**src/rtl/pipe_pkg.sv**
```systemverilog
// Shared definitions for the IF/ID skid stage register.
//   state_e        : FSM encoding (EMPTY=0, ONE=1, FULL=2)
//   XLEN_DEFAULT   : default datapath width
//   EPOCH_W_DEFAULT: default width of the flush epoch counter
//   payload_w()    : packed entry width, 4*XLEN + 1 + EPOCH_W
package pipe_pkg;

  typedef enum logic [1:0] {
    ST_EMPTY = 2'd0,
    ST_ONE   = 2'd1,
    ST_FULL  = 2'd2
  } state_e;

  localparam int XLEN_DEFAULT    = 32;
  localparam int EPOCH_W_DEFAULT = 2;

  // An entry holds inst, pc, pc4, pre_taken, pre_bjpc and its epoch tag.
  function automatic int payload_w(input int xlen, input int epoch_w);
    return 4 * xlen + 1 + epoch_w;
  endfunction

endpackage

```
**src/rtl/pipe_if_id_skid_reg_if.sv**
```systemverilog
// Bundle of the IF-side and ID-side handshake/data signals of the IF/ID stage.
//   master : the surrounding pipeline (fetch drives if_*/flush, decode drives id_ready)
//   slave  : the skid register itself
interface pipe_if_id_skid_reg_if #(
  parameter int XLEN    = pipe_pkg::XLEN_DEFAULT,
  parameter int EPOCH_W = pipe_pkg::EPOCH_W_DEFAULT
) ();

  logic               if_valid;
  logic               if_ready;
  logic [XLEN-1:0]    inst_in;
  logic [XLEN-1:0]    pc_in;
  logic [XLEN-1:0]    pc4_in;
  logic               pre_taken_in;
  logic [XLEN-1:0]    pre_bjpc_in;
  logic               flush;
  logic               id_valid;
  logic               id_ready;
  logic [XLEN-1:0]    inst_out;
  logic [XLEN-1:0]    pc_out;
  logic [XLEN-1:0]    pc4_out;
  logic               pre_taken_out;
  logic [XLEN-1:0]    pre_bjpc_out;
  logic [EPOCH_W-1:0] epoch_out;
  logic [EPOCH_W-1:0] epoch_cur;

  modport master (
    output if_valid, inst_in, pc_in, pc4_in, pre_taken_in, pre_bjpc_in, flush, id_ready,
    input  if_ready, id_valid, inst_out, pc_out, pc4_out, pre_taken_out, pre_bjpc_out,
           epoch_out, epoch_cur
  );

  modport slave (
    input  if_valid, inst_in, pc_in, pc4_in, pre_taken_in, pre_bjpc_in, flush, id_ready,
    output if_ready, id_valid, inst_out, pc_out, pc4_out, pre_taken_out, pre_bjpc_out,
           epoch_out, epoch_cur
  );

endinterface

```
**src/rtl/pipe_payload_reg.sv**
```systemverilog
// Enable-gated payload register with synchronous active-high reset.
//   clk, rst_n : clock, synchronous reset (active-high)
//   en         : load d on the next edge
//   d, q       : W-bit payload in/out
module pipe_payload_reg #(
  parameter int W = 8
) (
  input  logic         clk,
  input  logic         rst_n,
  input  logic         en,
  input  logic [W-1:0] d,
  output logic [W-1:0] q
);

  always_ff @(posedge clk) begin
    if (rst_n) begin
      q <= '0;
    end else if (en) begin
      q <= d;
    end
  end

endmodule

```
**src/rtl/pipe_if_id_skid_reg.sv**
```systemverilog
// IF/ID stage register with valid/ready handshake and a 2-entry skid buffer.
// entry0 is the head and drives the *_out signals; entry1 is the skid slot.
// if_ready is registered so decode stalls never reach fetch combinationally.
// flush squashes all held entries and bumps the epoch tag stored per entry.
//   clk, rst_n : clock, synchronous reset (active-high despite the name)
//   bus        : slave side of pipe_if_id_skid_reg_if (handshakes, payloads,
//                flush, epoch_out, epoch_cur)
// Optional macro PIPE_IF_ID_PERF_EN adds saturating counters:
//   stall_cnt[31:0] : cycles with id_valid & !id_ready
//   flush_cnt[15:0] : number of flushes
module pipe_if_id_skid_reg
  import pipe_pkg::*;
#(
  parameter int XLEN    = XLEN_DEFAULT,
  parameter int EPOCH_W = EPOCH_W_DEFAULT
) (
  input  logic clk,
  input  logic rst_n,
  pipe_if_id_skid_reg_if.slave bus
`ifdef PIPE_IF_ID_PERF_EN
  ,
  output logic [31:0] stall_cnt,
  output logic [15:0] flush_cnt
`endif
);

  localparam int PW = payload_w(XLEN, EPOCH_W);

  state_e             state_q, state_d;
  logic               if_ready_q, if_ready_d;
  logic               id_valid_q, id_valid_d;
  logic [EPOCH_W-1:0] epoch_q, epoch_d;

  logic               push, pop;
  logic               en0, en1, sel_skid;
  logic [PW-1:0]      in_payload, d0, entry0_q, entry1_q;

  assign push = bus.if_valid & if_ready_q;
  assign pop  = id_valid_q & bus.id_ready;

  // Incoming entry is tagged with the epoch current at its write edge.
  assign in_payload = {bus.inst_in, bus.pc_in, bus.pc4_in, bus.pre_taken_in,
                       bus.pre_bjpc_in, epoch_q};

  // entry0 refills from the skid when draining FULL, otherwise from fetch.
  assign d0 = sel_skid ? entry1_q : in_payload;

  always_comb begin
    state_d  = state_q;
    epoch_d  = epoch_q;
    en0      = 1'b0;
    en1      = 1'b0;
    sel_skid = 1'b0;
    if (bus.flush) begin
      // Flush wins over push/pop; payload registers keep stale data.
      state_d = ST_EMPTY;
      epoch_d = epoch_q + 1'b1;
    end else begin
      unique case (state_q)
        ST_EMPTY: begin
          if (push) begin
            state_d = ST_ONE;
            en0     = 1'b1;
          end
        end
        ST_ONE: begin
          if (push && !pop) begin
            state_d = ST_FULL;
            en1     = 1'b1;
          end else if (pop && !push) begin
            state_d = ST_EMPTY;
          end else if (push && pop) begin
            en0 = 1'b1;
          end
        end
        ST_FULL: begin
          if (pop) begin
            state_d  = ST_ONE;
            en0      = 1'b1;
            sel_skid = 1'b1;
          end
        end
        default: state_d = ST_EMPTY;
      endcase
    end
    id_valid_d = (state_d != ST_EMPTY);
    if_ready_d = (state_d != ST_FULL);
  end

  always_ff @(posedge clk) begin
    if (rst_n) begin
      state_q    <= ST_EMPTY;
      id_valid_q <= 1'b0;
      if_ready_q <= 1'b1;
      epoch_q    <= '0;
    end else begin
      state_q    <= state_d;
      id_valid_q <= id_valid_d;
      if_ready_q <= if_ready_d;
      epoch_q    <= epoch_d;
    end
  end

  pipe_payload_reg #(.W(PW)) u_entry0 (
    .clk   (clk),
    .rst_n (rst_n),
    .en    (en0),
    .d     (d0),
    .q     (entry0_q)
  );

  pipe_payload_reg #(.W(PW)) u_entry1 (
    .clk   (clk),
    .rst_n (rst_n),
    .en    (en1),
    .d     (in_payload),
    .q     (entry1_q)
  );

  assign {bus.inst_out, bus.pc_out, bus.pc4_out, bus.pre_taken_out,
          bus.pre_bjpc_out, bus.epoch_out} = entry0_q;
  assign bus.id_valid  = id_valid_q;
  assign bus.if_ready  = if_ready_q;
  assign bus.epoch_cur = epoch_q;

`ifdef PIPE_IF_ID_PERF_EN
  logic [31:0] stall_cnt_q, stall_cnt_d;
  logic [15:0] flush_cnt_q, flush_cnt_d;

  // Both counters saturate at all-ones instead of wrapping.
  always_comb begin
    stall_cnt_d = stall_cnt_q;
    flush_cnt_d = flush_cnt_q;
    if (id_valid_q && !bus.id_ready && (stall_cnt_q != '1)) begin
      stall_cnt_d = stall_cnt_q + 32'd1;
    end
    if (bus.flush && (flush_cnt_q != '1)) begin
      flush_cnt_d = flush_cnt_q + 16'd1;
    end
  end

  always_ff @(posedge clk) begin
    if (rst_n) begin
      stall_cnt_q <= '0;
      flush_cnt_q <= '0;
    end else begin
      stall_cnt_q <= stall_cnt_d;
      flush_cnt_q <= flush_cnt_d;
    end
  end

  assign stall_cnt = stall_cnt_q;
  assign flush_cnt = flush_cnt_q;
`endif

endmodule
```
**src/flat_wrapper.sv**
```systemverilog
// flat-port wrapper written by rule: the top's interface ports become plain ports
module pipe_if_id_skid_reg_flat import pipe_pkg::*;
#(
  parameter int XLEN    = XLEN_DEFAULT,
  parameter int EPOCH_W = EPOCH_W_DEFAULT
)
  (clk, rst_n, bus_if_valid, bus_inst_in, bus_pc_in, bus_pc4_in, bus_pre_taken_in, bus_pre_bjpc_in, bus_flush, bus_id_ready, bus_if_ready, bus_id_valid, bus_inst_out, bus_pc_out, bus_pc4_out, bus_pre_taken_out, bus_pre_bjpc_out, bus_epoch_out, bus_epoch_cur);
  pipe_if_id_skid_reg_if #(.XLEN(XLEN), .EPOCH_W(EPOCH_W)) bus_i ();
  input  logic clk;
  input  logic rst_n;
  input wire logic [$bits(bus_i.if_valid)-1:0] bus_if_valid;
  input wire logic [$bits(bus_i.inst_in)-1:0] bus_inst_in;
  input wire logic [$bits(bus_i.pc_in)-1:0] bus_pc_in;
  input wire logic [$bits(bus_i.pc4_in)-1:0] bus_pc4_in;
  input wire logic [$bits(bus_i.pre_taken_in)-1:0] bus_pre_taken_in;
  input wire logic [$bits(bus_i.pre_bjpc_in)-1:0] bus_pre_bjpc_in;
  input wire logic [$bits(bus_i.flush)-1:0] bus_flush;
  input wire logic [$bits(bus_i.id_ready)-1:0] bus_id_ready;
  output wire logic [$bits(bus_i.if_ready)-1:0] bus_if_ready;
  output wire logic [$bits(bus_i.id_valid)-1:0] bus_id_valid;
  output wire logic [$bits(bus_i.inst_out)-1:0] bus_inst_out;
  output wire logic [$bits(bus_i.pc_out)-1:0] bus_pc_out;
  output wire logic [$bits(bus_i.pc4_out)-1:0] bus_pc4_out;
  output wire logic [$bits(bus_i.pre_taken_out)-1:0] bus_pre_taken_out;
  output wire logic [$bits(bus_i.pre_bjpc_out)-1:0] bus_pre_bjpc_out;
  output wire logic [$bits(bus_i.epoch_out)-1:0] bus_epoch_out;
  output wire logic [$bits(bus_i.epoch_cur)-1:0] bus_epoch_cur;
  assign bus_i.if_valid = bus_if_valid;
  assign bus_i.inst_in = bus_inst_in;
  assign bus_i.pc_in = bus_pc_in;
  assign bus_i.pc4_in = bus_pc4_in;
  assign bus_i.pre_taken_in = bus_pre_taken_in;
  assign bus_i.pre_bjpc_in = bus_pre_bjpc_in;
  assign bus_i.flush = bus_flush;
  assign bus_i.id_ready = bus_id_ready;
  assign bus_if_ready = bus_i.if_ready;
  assign bus_id_valid = bus_i.id_valid;
  assign bus_inst_out = bus_i.inst_out;
  assign bus_pc_out = bus_i.pc_out;
  assign bus_pc4_out = bus_i.pc4_out;
  assign bus_pre_taken_out = bus_i.pre_taken_out;
  assign bus_pre_bjpc_out = bus_i.pre_bjpc_out;
  assign bus_epoch_out = bus_i.epoch_out;
  assign bus_epoch_cur = bus_i.epoch_cur;
  pipe_if_id_skid_reg #(.XLEN(XLEN), .EPOCH_W(EPOCH_W)) u_core (.clk(clk), .rst_n(rst_n), .bus(bus_i));
endmodule
```
**config.mk**
```make
export PLATFORM = sky130hd
export DESIGN_NAME = pipe_if_id_skid_reg_flat
export DESIGN_NICKNAME = d
export VERILOG_FILES = /design/src/rtl/pipe_pkg.sv /design/src/rtl/pipe_if_id_skid_reg_if.sv /design/src/rtl/pipe_payload_reg.sv /design/src/rtl/pipe_if_id_skid_reg.sv /design/src/flat_wrapper.sv
export SDC_FILE = /design/constraint.sdc
export NUM_CORES = 1
export LEC_CHECK = 0
export ABC_AREA = 0
export CAP_MARGIN = 20
export CORE_UTILIZATION = 53
export CTS_CLUSTER_SIZE = 20
export DETAILED_ROUTE_END_ITERATION = 7
export GPL_TIMING_DRIVEN = 0
export PLACE_DENSITY = 0.91
export SLEW_MARGIN = 20
export SYNTH_ARGS = -nofsm -noshare
export SYNTH_HDL_FRONTEND = slang
export SYNTH_SLANG_ARGS = --single-unit
export TNS_END_PERCENT = 100
```
**constraint.sdc**
```tcl
create_clock -name clk -period 4.5 [get_ports clk]
set_input_delay 0.45 -clock clk [delete_from_list [all_inputs] [get_ports clk]]
set_output_delay 0.45 -clock clk [all_outputs]
set_load 0.01 [all_outputs]
```
==> results.md <==
* Max Slew Vio Count at 0
* Dpl hpwl at 21800 um
* Ports at between 200 and 300
* Vias per std cell at 5.62
* Max Fanout on Critical Path at 10
* PwrDens at 376 nW/um^2
* Min cycle time layout at 2.33 ns
* Gr busiest metal: met2
* Worst-path cell chain: clkdlybuf4s50_1 -> nand4b_1 -> nor2_1 -> buf_2 -> buf_2 -> nand2_1 -> a311oi_1
* Clock tree buffer depth at 3
* Met1 Use GR at 0.368
* Layout cells sized above 1 at 0.0658
* Met2 GRT Util at 0.527
* Residual DRC at 0
* Sw frac at 0.241
* Antenna Violating Nets Remaining at 0
* Critical Path Source Type: input pin
* Max incr delay on CP at 0.55 ns
* Critical Path AT at 2.73 ns
* Setup crit end kind: flip-flop
* CP required at between 4 and 5 ns
* Hold buffers post-CTS at 0
* Gate Count Post-Synth at 1329
* Core area at 19000 um^2
* Tcrit/Tclk final at 0.517
* Die Y at 142 um
* Initial core utilization at 0.548
* Mapped Avg Cell Area at 7.85 um^2
* CTS tree: yes
* # Post-CTS Setup Buffers at 0
* Slowest cell on the critical path: clkdlybuf4s50_1
* F_max at between 400 and 500 MHz
* Total Wirelength at 31700 um
* Max rail drop VDD at 0.240 mV
* CTS Buf Count at 27
* Layout area overhead at 36.7%
* Rel. slew slack at 0.417
* Max-cap violation count at 0
* H-tree levels at 1
* Hold Crit Class: reg2reg
* Leakage at 5.13 nW
* Ys Warns at 0
* GPL Wtd Cong at 0.852
* DR vias at around 11k
* Fin Clk Skew at 0.00932 ns
* Syn Nets at 1463
* Initial DRC count at 652
* Fin Setup TNS at 0 ns
* Global-route wire length before repair at between 40000 and 50000 um
* Largest net degree at the start of global routing at 14
* # resized after CTS at 0
* RSZ-0062 raised after global routing: false
* Post-synth cell types at 23
* Worst Max-Slew Pin Slew at 0.875 ns
* Clock Sink Count at roughly 270
* Sequential Power Share at 0.475
* Dpl ws at 1.72 ns
* Yosys reg bits at 268
* GR Overflow Total at 0
* CP Class: in2reg
* Clock Latency Late Sink at 0.52 ns
* Die W at 142 um
* Setup WS post-layout at 2.17 ns
* Power share of the clock group at 0.397
* Pre-antenna DRT Iters at 5
* Status: completed
* Most common cell on crit path: buf_2
* Rows at 50
* Post-synthesis cell area at 10400 um^2
* Clock-pin slew on the worst setup and hold paths at 0.06 ns
* Sequential fraction of the synthesis area at 0.514
* WL/cell at 16.7 um
* Initial antenna violation count at 2
* Switching pwr at 1.29 mW
* Die footprint at 20200 um^2
* P_int at roughly 4 mW
* IO Port Bufs at 267
* GRT Overall Usage at 0.302
* Number of global-route vias before repair at 9960
* Final setup fails at 0
* Met3 Resource Use GR at 0.0458
* Combinational share of power at 0.129
* Final hold violations at 0
* Final Net Count at 1759
* Root buf cell: clkbuf_16
## layout make-up
class | count | area [um^2]
clock buffer | 41 | 808
timing repair buffer | 267 | 2670
multi-input combinational | 942 | 4430
antenna | 1 | 2.50
fill | 1416 | 4750
sequential | 268 | 5370
tap | 260 | 325
buffer | 119 | 634
clock inverter | 4 | 23.8
## cell usage in the layout (no fill, tap or decap), drive strengths merged
| master | n |
|---|---|
| nand2 | 526 |
| dfxtp | 268 |
| clkdlybuf4s50 | 267 |
| nor2 | 136 |
| a21oi | 133 |
| a311oi | 131 |
| clkbuf | 94 |
| buf | 66 |
| clkinv | 3 |
| xnor2 | 2 |
| nor3 | 2 |
| diode | 1 |
| nor4bb | 1 |
| a21bo | 1 |
| nand4b | 1 |
| o2bb2ai | 1 |
| or2 | 1 |
| o21a | 1 |
| nor4 | 1 |
| or4 | 1 |
| nor2b | 1 |
| a2111o | 1 |
| a2111oi | 1 |
| xor2 | 1 |
| inv | 1 |
## cell usage after synthesis (all sizes together)
| cell type | n | area share |
|---|---|---|
| or2 | 1 | 0.00060 |
| a21bo | 1 | 0.00096 |
| xnor2 | 2 | 0.0017 |
| nor3 | 2 | 0.00096 |
| nor4bb | 1 | 0.00096 |
| a2111o | 1 | 0.0011 |
| a311oi | 131 | 0.11 |
| a2111oi | 1 | 0.00084 |
| o2bb2ai | 1 | 0.00084 |
| buf | 66 | 0.042 |
| dfxtp | 268 | 0.51 |
| clkbuf | 53 | 0.019 |
| or4 | 1 | 0.00072 |
| o21a | 1 | 0.00072 |
| nor2 | 136 | 0.049 |
| nand2 | 526 | 0.19 |
| nor2b | 1 | 0.00060 |
| xor2 | 1 | 0.00084 |
| nor4 | 1 | 0.0012 |
| a21oi | 133 | 0.064 |
| nand4b | 1 | 0.00084 |
## registers in the layout, indices dropped and copies added (netlist names)
name and count:
u_core.u_entry0.q 131, u_core.u_entry1.q 131, u_core.bus.id_valid 1, u_core.bus.if_ready 1
u_core.state_q 2, u_core.bus.epoch_cur 2
## worst paths after layout
kind	from	endpoint	slack, ns	cells after the start
worst max-delay path	bus_id_ready	u_core.u_entry0.q[61]$_SDFFE_PP0P_	2.17	7
worst min-delay path	u_core.u_entry1.q[91]$_SDFFE_PP0P_	u_core.u_entry1.q[91]$_SDFFE_PP0P_	0.45	2
worst max register to register	u_core.state_q[1]$_SDFF_PP0_	u_core.u_entry0.q[61]$_SDFFE_PP0P_	2.19	7
worst min register to register	u_core.u_entry1.q[91]$_SDFFE_PP0P_	u_core.u_entry1.q[91]$_SDFFE_PP0P_	0.45	2
## metal layers
layer | vias to the layer above | share of wire
met3 | 93 | 0.078
met4 | 2 | 0.039
li1 | 5055 | -
met2 | 530 | 0.49
met5 | - | 0.00038
met1 | 5003 | 0.39
## logic make-up (layout without fill, tap and decap cells)
group | Yosys count | after routing | share of synthesized area
buffers and inverters | 119 | 431 | 0.0608
other | 0 | 1 | 0
flip-flops | 268 | 268 | 0.514
AND/OR/NAND/NOR | 670 | 670 | 0.244
AO/OA/AOI/OAI | 269 | 269 | 0.178
XOR/XNOR | 3 | 3 | 0.00252
## metrics by stage
stage / total power [mW] / utilization / instances / instance area, um^2 / hold WS (ns)
after CTS: 5.37 / 0.750 / 1901 / 14300 / 0.455
after global routing: 5.54 / 0.750 / 1902 / 14300 / 0.465
final: 5.36 / 0.750 / 1902 / 14300 / 0.454
after detailed placement: 3.27 / 0.706 / 1856 / 13400 / 0.447
after global placement: 3.25 / 0.706 / 1856 / 13400 / 0.441
after floorplan: 2.87 / - / 1329 / 10400 / 0.437
## power groups by stage
stage	sequential [mW]	combinational, mW	clock, mW
global route	2.55	0.743	2.24
CTS	2.54	0.686	2.14
global placement	2.59	0.666	0
finish	2.54	0.689	2.13
floorplan	2.62	0.247	0
detailed placement	2.59	0.678	0
## critical path: cells and delay by family
| family | cells | cell delay (ns) |
|---|---|---|
| AND/OR/NAND/NOR | 3 | 0.76 |
| AO/OA/AOI/OAI | 1 | 0.32 |
| buffers and inverters | 3 | 1.20 |
(Power assumes the default switching activity.)
